===== config.mk =====
export PLATFORM = sky130hd
export DESIGN_NAME = mem_access_unit
export DESIGN_NICKNAME = d
export VERILOG_FILES = /design/src/rtl/mem_access_unit.sv
export SDC_FILE = /design/constraint.sdc
export NUM_CORES = 1
export LEC_CHECK = 0
export CAP_MARGIN = 10
export CORE_MARGIN = 4
export CORE_UTILIZATION = 29
export DETAILED_ROUTE_END_ITERATION = 10
export PLACE_DENSITY = 0.65
export SYNTH_ARGS = -nofsm -noshare
export SYNTH_HDL_FRONTEND = slang
export SYNTH_SLANG_ARGS = --single-unit

===== constraint.sdc =====
create_clock -name clk_i -period 2.2 [get_ports clk_i]
set_clock_uncertainty 0.1 [all_clocks]
set_input_delay 0.22 -clock clk_i [delete_from_list [all_inputs] [get_ports clk_i]]
set_output_delay 0.22 -clock clk_i [all_outputs]
set_load 0.05 [all_outputs]

===== src/rtl/mem_access_unit.sv =====
// Sub-word load/store sequencer between execute stage and a word-wide data RAM.
// Optional macro MISALIGN_TRAP_EN: misaligned accesses complete at once with err_o.
module mem_access_unit #(
  parameter int unsigned RD_LAT = 1
) (
  input  logic        clk_i,
  input  logic        rst_i,
  input  logic        req_i,
  input  logic        we_i,
  input  logic [2:0]  funct3_i,
  input  logic [31:0] adr_i,
  input  logic [31:0] wdat_i,
  output logic        busy_o,
  output logic        done_o,
  output logic [31:0] rdat_o,
  output logic        err_o,
  output logic        ram_wen_o,
  output logic [31:0] ram_adr_o,
  output logic [31:0] ram_dat_o,
  input  logic [31:0] ram_dat_i
);

  typedef enum logic [1:0] {S_IDLE, S_READ, S_WRITE, S_RESP} state_e;
  typedef enum logic [1:0] {SZ_BYTE, SZ_HALF, SZ_WORD} size_e;

  localparam logic [1:0] CNT_LAST = 2'(RD_LAT - 1);

  // Store codes 100/101 are not sub-word stores, so they fall back to word.
  function automatic size_e access_size(input logic we, input logic [2:0] f3);
    case (f3)
      3'b000:  return SZ_BYTE;
      3'b001:  return SZ_HALF;
      3'b100:  return we ? SZ_WORD : SZ_BYTE;
      3'b101:  return we ? SZ_WORD : SZ_HALF;
      default: return SZ_WORD;
    endcase
  endfunction

  function automatic logic [31:0] load_extract(input size_e sz, input logic uns,
                                               input logic [1:0] lane, input logic [31:0] word);
    logic [7:0]  b;
    logic [15:0] h;
    b = word[8*lane +: 8];
    h = lane[1] ? word[31:16] : word[15:0];
    case (sz)
      SZ_BYTE: return {{24{b[7] & ~uns}}, b};
      SZ_HALF: return {{16{h[15] & ~uns}}, h};
      default: return word;
    endcase
  endfunction

  function automatic logic [31:0] store_merge(input size_e sz, input logic [1:0] lane,
                                              input logic [31:0] old, input logic [15:0] wd);
    logic [31:0] w;
    w = old;
    case (sz)
      SZ_BYTE: w[8*lane +: 8]     = wd[7:0];
      SZ_HALF: w[16*lane[1] +: 16] = wd;
      default: w = old;
    endcase
    return w;
  endfunction

`ifdef MISALIGN_TRAP_EN
  function automatic logic misaligned(input size_e sz, input logic [1:0] lane);
    case (sz)
      SZ_HALF: return lane[0];
      SZ_WORD: return lane != 2'b00;
      default: return 1'b0;
    endcase
  endfunction
`endif

  state_e      state_q, state_d;
  size_e       sz_q, sz_d, req_sz;
  logic        we_q, we_d;
  logic        uns_q, uns_d;
  logic [1:0]  lane_q, lane_d;
  logic [15:0] wdat_q, wdat_d;
  logic [1:0]  cnt_q, cnt_d;
  logic [31:0] rdat_q, rdat_d;
  logic [31:0] ram_adr_q, ram_adr_d;
  logic [31:0] ram_dat_q, ram_dat_d;
`ifdef MISALIGN_TRAP_EN
  logic        err_q, err_d;
`endif

  assign req_sz = access_size(we_i, funct3_i);

  always_comb begin
    // NOTE: every target gets a default first so no path can infer a latch.
    state_d   = state_q;
    sz_d      = sz_q;
    we_d      = we_q;
    uns_d     = uns_q;
    lane_d    = lane_q;
    wdat_d    = wdat_q;
    cnt_d     = cnt_q;
    rdat_d    = rdat_q;
    ram_adr_d = ram_adr_q;
    ram_dat_d = ram_dat_q;
`ifdef MISALIGN_TRAP_EN
    err_d     = 1'b0;
`endif
    case (state_q)
      S_IDLE: begin
        if (req_i) begin
          we_d      = we_i;
          sz_d      = req_sz;
          uns_d     = funct3_i[2];
          lane_d    = adr_i[1:0];
          wdat_d    = wdat_i[15:0];
          cnt_d     = 2'd0;
          ram_adr_d = {adr_i[31:2], 2'b00};
          if (we_i && req_sz == SZ_WORD) begin
            ram_dat_d = wdat_i;
            state_d   = S_WRITE;
          end else begin
            state_d   = S_READ;
          end
`ifdef MISALIGN_TRAP_EN
          // A trapped access must leave the RAM bus untouched.
          if (misaligned(req_sz, adr_i[1:0])) begin
            ram_adr_d = ram_adr_q;
            ram_dat_d = ram_dat_q;
            err_d     = 1'b1;
            state_d   = S_RESP;
          end
`endif
        end
      end
      S_READ: begin
        if (cnt_q == CNT_LAST) begin
          if (we_q) begin
            ram_dat_d = store_merge(sz_q, lane_q, ram_dat_i, wdat_q);
            state_d   = S_WRITE;
          end else begin
            rdat_d    = load_extract(sz_q, uns_q, lane_q, ram_dat_i);
            state_d   = S_RESP;
          end
        end else begin
          cnt_d = cnt_q + 2'd1;
        end
      end
      S_WRITE: state_d = S_RESP;
      S_RESP:  state_d = S_IDLE;
      default: state_d = S_IDLE;
    endcase
  end

  // NOTE: sequential state uses non-blocking assignments only, so every flop
  // samples the pre-edge value of every other flop.
  always_ff @(posedge clk_i) begin
    // NOTE: all registers (including captured request fields) are reset so
    // nothing carries X-state or stale data out of a mid-operation reset.
    if (rst_i) begin
      state_q   <= S_IDLE;
      sz_q      <= SZ_BYTE;
      we_q      <= 1'b0;
      uns_q     <= 1'b0;
      lane_q    <= 2'd0;
      wdat_q    <= 16'd0;
      cnt_q     <= 2'd0;
      rdat_q    <= 32'd0;
      ram_adr_q <= 32'd0;
      ram_dat_q <= 32'd0;
`ifdef MISALIGN_TRAP_EN
      err_q     <= 1'b0;
`endif
    end else begin
      state_q   <= state_d;
      sz_q      <= sz_d;
      we_q      <= we_d;
      uns_q     <= uns_d;
      lane_q    <= lane_d;
      wdat_q    <= wdat_d;
      cnt_q     <= cnt_d;
      rdat_q    <= rdat_d;
      ram_adr_q <= ram_adr_d;
      ram_dat_q <= ram_dat_d;
`ifdef MISALIGN_TRAP_EN
      err_q     <= err_d;
`endif
    end
  end

  assign busy_o    = (state_q != S_IDLE);
  assign done_o    = (state_q == S_RESP);
  assign ram_wen_o = (state_q == S_WRITE);
  assign rdat_o    = rdat_q;
  assign ram_adr_o = ram_adr_q;
  assign ram_dat_o = ram_dat_q;
`ifdef MISALIGN_TRAP_EN
  assign err_o     = err_q;
`else
  assign err_o     = 1'b0;
`endif

endmodule


==> results of run 1 <==
==> per-layer routing <==
metal  share of wire  vias up  GRT usage
li1                -     2832          -
met1            0.41     2705     0.2395
met2            0.45      260     0.2882
met3            0.12       33    0.08630
met4           0.021        2    0.05995
met5         0.00037        -          0
==> metrics by stage <==
step	power (mW)	hold slack, ps
2_1_floorplan	6.649	256.0
5_1_grt	12.19	154.4
4_1_cts	11.69	136.6
6_report	11.60	147.9
3_5_place_dp	8.674	345.7
3_3_place_gp	8.624	340.8
==> power groups by stage <==
stage	clock network (mW)	logic (mW)	registers (mW)
detailed placement	0	5.53	3.14
CTS	3.03	5.55	3.11
floorplan	0	1.94	4.71
global placement	0	5.48	3.14
global route	3.15	5.87	3.17
finish	2.98	5.52	3.10
==> final timing paths <==
check,start,to,slack [ps]
min reg2reg,ram_adr_o[19]$_SDFFE_PP0P_,ram_adr_o[19]$_SDFFE_PP0P_,350
max reg2reg,state_q[1]$_SDFFE_PP0P_,ram_dat_o[19]$_SDFFE_PP0P_,130
max,state_q[1]$_SDFFE_PP0P_,ram_dat_o[19]$_SDFFE_PP0P_,130
min,rst_i,ram_dat_o[2]$_SDFFE_PP0P_,150
==> placed cells by master, fill, tap and decap left out, types with 2 or more instances in the layout <==
| cell type | netlist | layout |
|---|---|---|
| inv_1 | 6 | 6 |
| clkdlybuf4s50_1 | 0 | 195 |
| a211oi_1 | 16 | 16 |
| dfxtp_1 | 120 | 120 |
| bufinv_16 | 0 | 4 |
| clkinvlp_4 | 0 | 2 |
| ha_1 | 11 | 10 |
| nand2_1 | 136 | 135 |
| or2_2 | 2 | 2 |
| mux2i_1 | 11 | 11 |
| mux4_2 | 7 | 7 |
| conb_1 | 1 | 3 |
| o22ai_2 | 2 | 2 |
| a22o_1 | 10 | 10 |
| o21a_1 | 8 | 8 |
| a221oi_1 | 16 | 16 |
| o21ai_1 | 9 | 9 |
| o2bb2ai_1 | 32 | 32 |
| nor2b_1 | 17 | 17 |
| buf_12 | 0 | 4 |
| a211oi_2 | 10 | 10 |
| a311oi_1 | 9 | 9 |
| clkbuf_8 | 0 | 3 |
| nand2b_1 | 21 | 21 |
| clkbuf_16 | 0 | 17 |
| buf_4 | 6 | 41 |
| o21ai_0 | 36 | 36 |
| a21boi_2 | 2 | 2 |
| a22oi_1 | 16 | 16 |
| nor2_1 | 41 | 39 |
| o22ai_1 | 2 | 2 |
| nor3_1 | 2 | 2 |
| a21oi_1 | 57 | 57 |
| clkinv_2 | 0 | 4 |
==> cells in the mapped netlist (all sizes together), types with 6 or more instances <==
| master | instances |
|---|---|
| a221oi | 16 |
| ha | 11 |
| mux2i | 11 |
| dfxtp | 120 |
| clkbuf | 37 |
| a211oi | 26 |
| nand2b | 21 |
| o2bb2ai | 33 |
| nor2b | 17 |
| a21oi | 57 |
| a22oi | 16 |
| o21a | 8 |
| nand2 | 136 |
| a22o | 10 |
| a311oi | 9 |
| mux4 | 7 |
| inv | 6 |
| buf | 22 |
| o21ai | 45 |
| nor2 | 41 |
==> worst max-delay path, stage by stage, from the launching register on <==
cell and delay, ps:
dfxtp_1 310, inv_1 100, ha_2 200, buf_4 110, clkbuf_8 330, nor2b_1 200
nor2b_1 150, buf_4 160, o2bb2ai_1 90, a22o_1 180
==> sequential cells by signal, summed over array words and instances, names as in the netlist <==
| register | cells |
|---|---|
| uns_q | 1 |
| we_q | 1 |
| rdat_o | 32 |
| ram_dat_o | 32 |
| state_q | 2 |
| wdat_q | 16 |
| sz_q | 2 |
| lane_q | 2 |
| ram_adr_o | 30 |
| cnt_q | 2 |
==> logic make-up after synthesis <==
group,Yosys count,synth area share
AOI/OAI and AO/OA,233,0.2894
adders and majority gates,11,0.02374
buffers and inverters,66,0.05373
DFF,120,0.4143
muxes,18,0.04618
other,1,0.0006468
and+or+nand+nor,228,0.1720
==> repair_timing <==
| item | 4_1_cts | 5_1_grt |
|---|---|---|
| buffers inserted | 0 | 0 |
| pin swaps | 0 | 0 |
| endpoints found under the hold margin | 0 | 0 |
| resized for setup | 2 | 3 |
| setup endpoints to repair | 33 | 23 |
==> cell type report <==
cell class | count | area (um2) | share of cell area
Antenna cell | 1 | 2.502 | 0.0002820
Inverter | 7 | 26.28 | 0.002961
Multi-Input combinational cell | 493 | 3108 | 0.3502
Tap cell | 265 | 331.6 | 0.03736
Clock buffer | 20 | 456.7 | 0.05146
Sequential cell | 120 | 2402 | 0.2707
Timing Repair Buffer | 243 | 2375 | 0.2676
Clock inverter | 12 | 172.7 | 0.01946
==> flow_summary.toml, run 1 <==
[synthesis]
yosys_warnings = 0
synth_area_leaders = "dfxtp_1, nand2_1, a21oi_1, o2bb2ai_1, o21ai_0"
yosysTopAreaCell = "dfxtp_1"
synth-edff-count = 0
yosysUniqueCellTypes = 48
synth_area_um2 = 5798
syn_inst = 677
seq_area_frac_synth = 0.4143
async_flop_share = 0
synth.ff_latch_count = 120
ys.flop_type = "dfxtp_1"
syn_area_per_cell_um2 = 8.564
yosys.area.top_type_share = 0.4143

[timing]
slew_violations = 0
setup_ws_ps = 134.0
fmax_mhz = 484.0
hold_viol_final = 0
max_slew_margin = 0.5070
worst_pin_slew_ps = 739.5
finalCritPeriodShare = 0.9391
finalSetupViolations = 0
finalCriticalPeriod_ps = 2066
rsz0062_at_grt = "no"
totalNegativeSetupSlack_ps = 0

[routing]
drt_wl_total_mm = 21.40
first_pass_iters = 5
ant_nets = 0
drc = 0
drtIter0Drc = 267
vias_per_cell = 5.023
wl_per_cell_um = 18.43
vias = 5832

[clock_tree]
clockBufferDepth = 2
cts-root-buf = "clkbuf_16"
clock-sinks = 120
cts-htree-levels = 4
cts_tree = "done"
clk_pin_slew_ps = 60
numCtsBuffers = 17
worstSkewPairLatency_ps = 410
cts_hold_buf = 0

[floorplan]
rows = 51
ioPinCount = 203
dieArea_um2 = 22320
die_x_um = 149.4
initial_core_util = 0.2960
die_y_um = 149.4
core-area_um2 = 19590

[power_and_ir_drop]
p_per_area_nw_per_um2 = 1307
p_sw_frac = 0.4245
internal_power_mw = 6.676
seqPwrFrac = 0.267
clkPwrFrac = 0.257
power_switching_mw = 4.924
peakVddDrop_uv = 594.5
cellLeakagePower_nw = 3.140
p_comb_frac = 0.476

[critical_path]
worstPathArrival_ps = 2270
path_max_fanout = 65
cp_data_required_time_ps = 2410
startpoint_type = "flop"
end_kind = "flop"
path_class = "flop to flop"
reg2reg_depth = 9

[final_layout]
area.growth.synth_to_final_pct = 53.06
layout-drive-gt1-share = 0.1218
layout.cells.non_filler = 1161
design_area_um2 = 8875
utilization = 0.4530
nets = 996
n_fill_cell = 1925

[global_route]
antenna_found_initial = 2
grt_pass1_wl_mm = 32.57
grt_use_total = 0.1893
grt_max_degree = 66
grt_pass1_vias = 5734
grt-ovfl-total = 0

[placement]
port-buffer-count = 199
dp_slack_ps = -363.3
placed_area_um2 = 8230
gp_congestion = 0.9040
dpl.cell_count = 1128
dp.final_hpwl_mm = 16.14

[min_path]
holdPathStages = 3
hp-class = "primary input to flop"

[outcome]
outcome = "finished clean"

[flow_run]
drv_cap = 0
No activity file was read; power rests on OpenSTA's default activity.
==> inputs of run 2 (changes only) <==
- HOLD_SLACK_MARGIN: not set -> 0.15
==> run 2 against run 1 <==
Critical path depth unchanged. Clock power about the same. Register-to-register slack about the same. Flip-flop and latch count stayed put. Global-route usage about the same. Power about the same.
==> flow_summary.toml, run 2 (synthesized netlist as in run 1, its figures left out) <==
[critical_path]
cp_data_required_time_ps = 2410
critPathBufInv = 4
reg2reg_depth = 9
worstPathArrival_ps = 2280
path_class = "flop to flop"
cpLargestDelayFamily = "buffers and inverters"
cp_cell_sequence = "inv_1, ha_2, buf_4, clkbuf_8, nor2b_1, nor2b_1, buf_4, o2bb2ai_1, a22o_1"
startpoint_type = "flop"
max_stage_delay_ps = 330
path_depth = 9
reg2reg_slack_ps = 120
r2r_start = "state_q[1]$_SDFFE_PP0P_"
path_max_fanout = 65
end_kind = "flop"
reg2reg_to = "ram_dat_o[19]$_SDFFE_PP0P_"
slowest_stage = "clkbuf_8"

[routing]
drc = 0
vias = 5867
wl_met3_mm = 2.589
drtIter0Drc = 318
routed-wl-met2_mm = 9.546
ant_nets = 0
drt_wl_total_mm = 21.47
vias_per_cell = 5.049
met1_length_mm = 8.859
first_pass_iters = 4
routed.top_layer = "met5"
wl_per_cell_um = 18.47

[timing]
finalSetupViolations = 0
worst_pin_slew_ps = 747.4
max_slew_margin = 0.5017
slew_violations = 0
finalCriticalPeriod_ps = 2075
holdWs_ps = 249.2
finalCritPeriodShare = 0.9433
fmax_mhz = 481.9
hold_viol_final = 0
rsz0062_at_grt = "no"

[clock_tree]
cts-root-buf = "clkbuf_16"
clock-sinks = 120
post_cts_buffers = 0
clk_pin_slew_ps = 60
clockBufferDepth = 2
worstSkewPairLatency_ps = 410
cts_tree = "done"
numCtsBuffers = 17
cts-htree-levels = 4

[final_layout]
layout.cells.non_filler = 1162
layout_common_cells = "clkdlybuf4s50_1, nand2_1, dfxtp_1"
layout_commonest_cell = "clkdlybuf4s50_1"
design_area_um2 = 8885
area.growth.synth_to_final_pct = 53.24
nets = 997
layout-drive-gt1-share = 0.1217

[power_and_ir_drop]
p_comb_frac = 0.476
p_per_area_nw_per_um2 = 1306
power_switching_mw = 4.927
cellLeakagePower_nw = 3.145
p_sw_frac = 0.4246
internal_power_mw = 6.677
p_total_mw = 11.60
clkPwrFrac = 0.257
peakVddDrop_uv = 595.4
seqPwrFrac = 0.267

[placement]
placed_area_um2 = 8230
dpl.cell_count = 1128
gp_congestion = 0.9040
dp.final_hpwl_mm = 16.14
port-buffer-count = 199

[floorplan]
dieArea_um2 = 22320
die_x_um = 149.4
rows = 51
die_y_um = 149.4
initial_core_util = 0.2960
core-area_um2 = 19590
ioPinCount = 203

[min_path]
holdPathEnd = "ram_adr_o[23]$_SDFFE_PP0P_"
min-delay-start = "adr_i[23]"
hp-class = "primary input to flop"
holdPathStages = 3

[global_route]
grt_max_degree = 66
grt-ovfl-total = 0
grt_pass1_wl_mm = 32.59
grt_use_total = 0.1893
antenna_found_initial = 2
grt_pass1_vias = 5730

[flow_run]
drv_cap = 0

[outcome]
outcome = "finished clean"
## run 2: what timing repair did
| item | CTS | global route |
|---|---|---|
| endpoints found under the setup margin | 33 | 23 |
| resized for setup | 2 | 3 |
| hold endpoints to repair | 13 | 0 |
| hold buffers | 1 | 0 |
| pin swaps | 0 | 0 |
## run 2: layout make-up
| type | count | area, um2 |
|---|---|---|
| antenna | 1 | 2.502 |
| clock buffer | 20 | 456.7 |
| clock inverter | 12 | 172.7 |
| fill | 1924 | 10710 |
| inverter | 7 | 26.28 |
| multi-input combinational | 493 | 3108 |
| sequential | 120 | 2402 |
| tap | 265 | 331.6 |
| timing repair buffer | 244 | 2385 |
## run 2: worst register-to-register path, cell delays in order, from the launching register on
cell and delay (ps):
dfxtp_1 310, inv_1 100, ha_2 200, buf_4 110, clkbuf_8 330, nor2b_1 240
nor2b_1 150, buf_4 160, o2bb2ai_1 90, a22o_1 180
## run 2: routing by layer
metal  GRT usage  vias to the layer above
met5           0                        -
met4     0.05995                        2
met3     0.08630                       35
met2      0.2887                      271
met1      0.2393                     2726
li1            -                     2833
## run 2: worst max-delay path by stage
stage                                 start                         end  slack, ps
floorplan            lane_q[1]$_SDFFE_PP0P_  ram_dat_o[15]$_SDFFE_PP0P_         30
global placement                funct3_i[2]   ram_dat_o[1]$_SDFFE_PP0P_       -320
detailed placement              funct3_i[2]   ram_dat_o[5]$_SDFFE_PP0P_       -360
CTS                 state_q[1]$_SDFFE_PP0P_  ram_dat_o[19]$_SDFFE_PP0P_          9
global route        state_q[1]$_SDFFE_PP0P_   ram_dat_o[5]$_SDFFE_PP0P_         10
finish              state_q[1]$_SDFFE_PP0P_  ram_dat_o[19]$_SDFFE_PP0P_        120
## run 2: power groups by stage
stage / Combinational (mW) / Sequential, mW / Clock (mW)
global placement: 5.48 / 3.14 / 0
global route: 5.87 / 3.17 / 3.15
floorplan: 1.94 / 4.71 / 0
detailed placement: 5.53 / 3.14 / 0
finish: 5.53 / 3.10 / 2.98
CTS: 5.55 / 3.11 / 3.03
## run 2: through the flow
| step | utilization | TNS [ps] | setup WS, ps |
|---|---|---|---|
| after floorplan | - | 0 | 30.25 |
| after detailed placement | 0.4201 | -6400 | -363.3 |
| final | 0.4535 | 0 | 124.7 |
| after global placement | 0.4201 | -5802 | -319.6 |
| after CTS | 0.4530 | 0 | 8.703 |
| after global routing | 0.4535 | 0 | 13.64 |
